### config.mk
export PLATFORM = sky130hd
export DESIGN_NAME = sat_counter
export DESIGN_NICKNAME = d
export VERILOG_FILES = /design/src/rtl/comb_resp_checker_pkg.sv /design/src/rtl/comb_resp_checker_sat_counter.sv
export SDC_FILE = /design/constraint.sdc
export NUM_CORES = 1
export LEC_CHECK = 0
export BUFFER_PORTS_ARGS = -buffer_cell sky130_fd_sc_hd__buf_2
export CORE_UTILIZATION = 52
export CTS_CLUSTER_SIZE = 12
export DETAILED_ROUTE_END_ITERATION = 16
export PLACE_DENSITY_LB_ADDON = 0.3
export SETUP_SLACK_MARGIN = 0.15
export SLEW_MARGIN = 40
export SYNTH_ARGS = -nofsm -noshare
export SYNTH_HDL_FRONTEND = slang
export SYNTH_SLANG_ARGS = --single-unit
### constraint.sdc
create_clock -name clk -period 3.71 [get_ports clk]
set_input_delay 0.1855 -clock clk [delete_from_list [all_inputs] [get_ports clk]]
set_output_delay 0.1855 -clock clk [all_outputs]
set_load 0.05 [all_outputs]
### src/rtl/comb_resp_checker_pkg.sv
// Shared constants and helpers for the combinational response checker.
// FSM encodings are plain localparams so older tools and wrappers can reuse them.
package comb_resp_checker_pkg;

  localparam int unsigned DefVecW      = 5;
  localparam int unsigned DefCntW      = 16;
  localparam int unsigned DefSettleCyc = 2;

  // Expected y is 1 only for vectors 0 and 31 (all-zero / all-one inputs).
  localparam logic [31:0] DefTruth = 32'h8000_0001;

  typedef logic [1:0] state_t;

  localparam state_t StIdle   = 2'd0;
  localparam state_t StSettle = 2'd1;
  localparam state_t StSample = 2'd2;

  // Bits needed to hold max_val; never returns zero so a 0-cycle settle still elaborates.
  function automatic int unsigned cnt_width(input int unsigned max_val);
    return (max_val < 2) ? 1 : $clog2(max_val + 1);
  endfunction

endpackage

### src/rtl/comb_resp_checker_sat_counter.sv
// Saturating up-counter with synchronous clear; clear has priority over increment.
module sat_counter
  import comb_resp_checker_pkg::*;
#(
  parameter int unsigned W = DefCntW
) (
  input  logic         clk,
  input  logic         rst_n,
  input  logic         inc,
  input  logic         clr,
  output logic [W-1:0] cnt
);

  logic [W-1:0] cnt_q, cnt_d;

  always_comb begin
    cnt_d = cnt_q;
    if (clr) begin
      cnt_d = '0;
    end else if (inc && (cnt_q != {W{1'b1}})) begin
      cnt_d = cnt_q + 1'b1;
    end
  end

  always_ff @(posedge clk or negedge rst_n) begin
    if (!rst_n) begin
      cnt_q <= '0;
    end else begin
      cnt_q <= cnt_d;
    end
  end

  assign cnt = cnt_q;

endmodule

==> results.json <==
{
  "status": "finished clean",
  "via_per_inst": 6.20,
  "cts_buffers": 3,
  "p_int_mw": 0.241,
  "dp_cells": 137,
  "initial_core_util_pct": 55.2,
  "diodes": 0,
  "avgSynthCellArea_sq_um": 9.61,
  "core-area_sq_um": 1710,
  "cts_tree": "built",
  "grt_pass1_wl_mm": 3.31,
  "port_buffers": 19,
  "clock_power_share_pct": 36.4,
  "final_layout_size_suffix_gt1_share_pct": 28.0,
  "cp_top_family": "simple AND/OR/NAND/NOR gates",
  "slowest_stage": "nor4_4",
  "synth-edff-count": 0,
  "area_growth_syn_to_layout_pct": 16.3,
  "vias": 886,
  "yosys.area.top_type": "dfrtp_1",
  "hold_buffers": 1,
  "fin_skew_ns": 0.00437,
  "cp-start-kind": "flop",
  "layout_common_cells": "buf_2, dfrtp_1, a21oi_1",
  "slew_violations": 0,
  "synth.net_count": 103,
  "std_cell_rows": 15,
  "yosys-top-cells-area": "dfrtp_1, a21oi_1, o31ai_1",
  "synth-seq-cells": 16,
  "drc": 0,
  "hold_viol_final": 0,
  "cp.buffers_inverters": 1,
  "drv_cap": 0,
  "drtIter0Drc": 13,
  "fin_setup_tns_ns": 0,
  "io_pins": 20,
  "setup_viol": 0,
  "p_seq_share_pct": 55.8,
  "grt.total_usage_pct": 21.9,
  "fin_hold_ws_ns": 0.203,
  "grt_overflow": 0,
  "finalNonFillerCells": 143,
  "switching_share_pct": 24.5,
  "p_sw_mw": 0.0782,
  "post_cts_buffers": 0,
  "ir_worst_vdd_mv": 0.203,
  "grt_pass1_vias": 755,
  "hold_class": "in2reg",
  "ys_warn_count": 0,
  "clk_pin_slew_ns": 0.10,
  "finalCriticalPeriod_ns": 2.13,
  "period_share_pct": 57.4,
  "drt-pass1-iter-count": 4,
  "critPathRequiredTime_ns": 3.88,
  "powerDensity_nw_per_um2": 291,
  "die_w_microns": 44.6,
  "syn_area_sq_um": 942,
  "rsz0062_at_grt": "false",
  "place_hpwl_mm": 1.38,
  "clock_latency_ns": 0.28,
  "fmax_ghz": 0.470,
  "synth_top_cell_area_share_pct": 42.5,
  "slowest_delay_ns": 0.53,
  "synthFlopType": "dfrtp_1",
  "largest_reg_flops": 16,
  "cts_resized": 0,
  "num-nets-final": 124,
  "clock_sinks": 16,
  "clockBufferDepth": 2,
  "grt_max_degree": 23,
  "yosysUniqueCellTypes": 28,
  "h-tree-depth": 1,
  "cts-root-buf": "clkbuf_4",
  "antenna_found_initial": 0,
  "critPathMaxFanout": 10,
  "ant_nets": 0,
  "pwr-share-comb_pct": 7.8,
  "multiInputGateArea_sq_um": 504,
  "gp_congestion": 0.843,
  "wirelength_mm": 2.03,
  "syn-instance-count": 98,
  "cp_cell_sequence": "ha_1 -> nand4_2 -> nor4_4 -> buf_4 -> nor4_1 -> mux2_1",
  "ys_seq_area_share_pct": 42.5,
  "end_kind": "flop",
  "slew_headroom_pct": 62.6,
  "die_h_microns": 44.6,
  "tightest_slew_ns": 0.560,
  "wl_per_cell_microns": 14.2,
  "crit_type": "reg2reg",
  "layout_commonest_cell": "buf_2",
  "worstPathArrival_ns": 2.30,
  "async_flop_share_pct": 100,
  "fill_cells": 147,
  "regArea_sq_um": 400,
  "dieArea_sq_um": 1990,
  "cellLeakagePower_nw": 0.502
}
## tightest hold or removal path, delay by kind of cell
| kind | cells | cell delay [ns] |
|---|---|---|
| AND/OR/NAND/NOR | 1 | 0.08 |
| AO/OA/AOI/OAI | 1 | 0.06 |
| buffers and inverters | 1 | 0.12 |
## power by group through the flow
| stage | Combinational, mW | Clock (mW) | Sequential, mW |
|---|---|---|---|
| 3_3_place_gp | 0.0236 | 0 | 0.181 |
| 4_1_cts | 0.0251 | 0.119 | 0.178 |
| 2_1_floorplan | 0.00984 | 0 | 0.187 |
| 6_report | 0.0249 | 0.116 | 0.178 |
| 5_1_grt | 0.0276 | 0.126 | 0.178 |
| 3_5_place_dp | 0.0241 | 0 | 0.182 |
## cell families after synthesis
logic type / after synthesis / synth area share [%]
compound gates: 24 / 16.2
fa+ha+maj: 1 / 1.33
buf+inv: 8 / 3.98
flops: 16 / 42.5
mux: 4 / 4.78
simple gates: 45 / 31.2
## layout make-up
type / instances / area share (%)
multi-input combinational: 74 / 46.0
sequential: 16 / 36.5
timing repair buffer: 21 / 10.3
clock buffer: 4 / 3.31
tap: 25 / 2.85
inverter: 3 / 1.03
## path summary, 6_finish.rpt
check                         from  endpoint  slack (ns)  depth (start not counted)
setup reg to reg            cnt[0]    cnt[9]        1.58                          6
hold reg to reg            cnt[10]   cnt[10]        0.58                          2
min in group asynchronous    rst_n    cnt[1]        0.34                          2
setup / recovery            cnt[0]    cnt[9]        1.58                          6
hold / removal                 inc    cnt[1]        0.20                          3
max in group asynchronous    rst_n   cnt[10]        3.10                          2
## through the flow
stage	instance area [sq um]	worst slack (ns)	power [mW]	utilization [%]
final	1100	1.58	0.319	64.2
after global routing	1100	1.41	0.332	64.2
after CTS	1090	1.50	0.322	63.7
after detailed placement	1040	1.51	0.206	61.0
after global placement	1040	1.61	0.205	61.0
after floorplan	942	1.59	0.197	-
## cell usage after synthesis (3+ instances only)
master / n
dfrtp_1: 16
a21oi_1: 11
o31ai_1: 7
nand2_1: 6
nand4_1: 6
or4_1: 5
clkbuf_1: 4
mux2_1: 4
nor2_1: 4
nor2b_1: 4
nor4_1: 4
inv_1: 3
nand3_1: 3
o21ai_1: 3
## layer usage
layer	wire length [microns]	GRT usage (%)	vias up
met5	0	0	-
met4	21	7.27	0
met3	66	2.45	2
met2	989	39.4	21
met1	955	27.0	444
li1	-	-	419
Power figures use the tool's default switching activity.
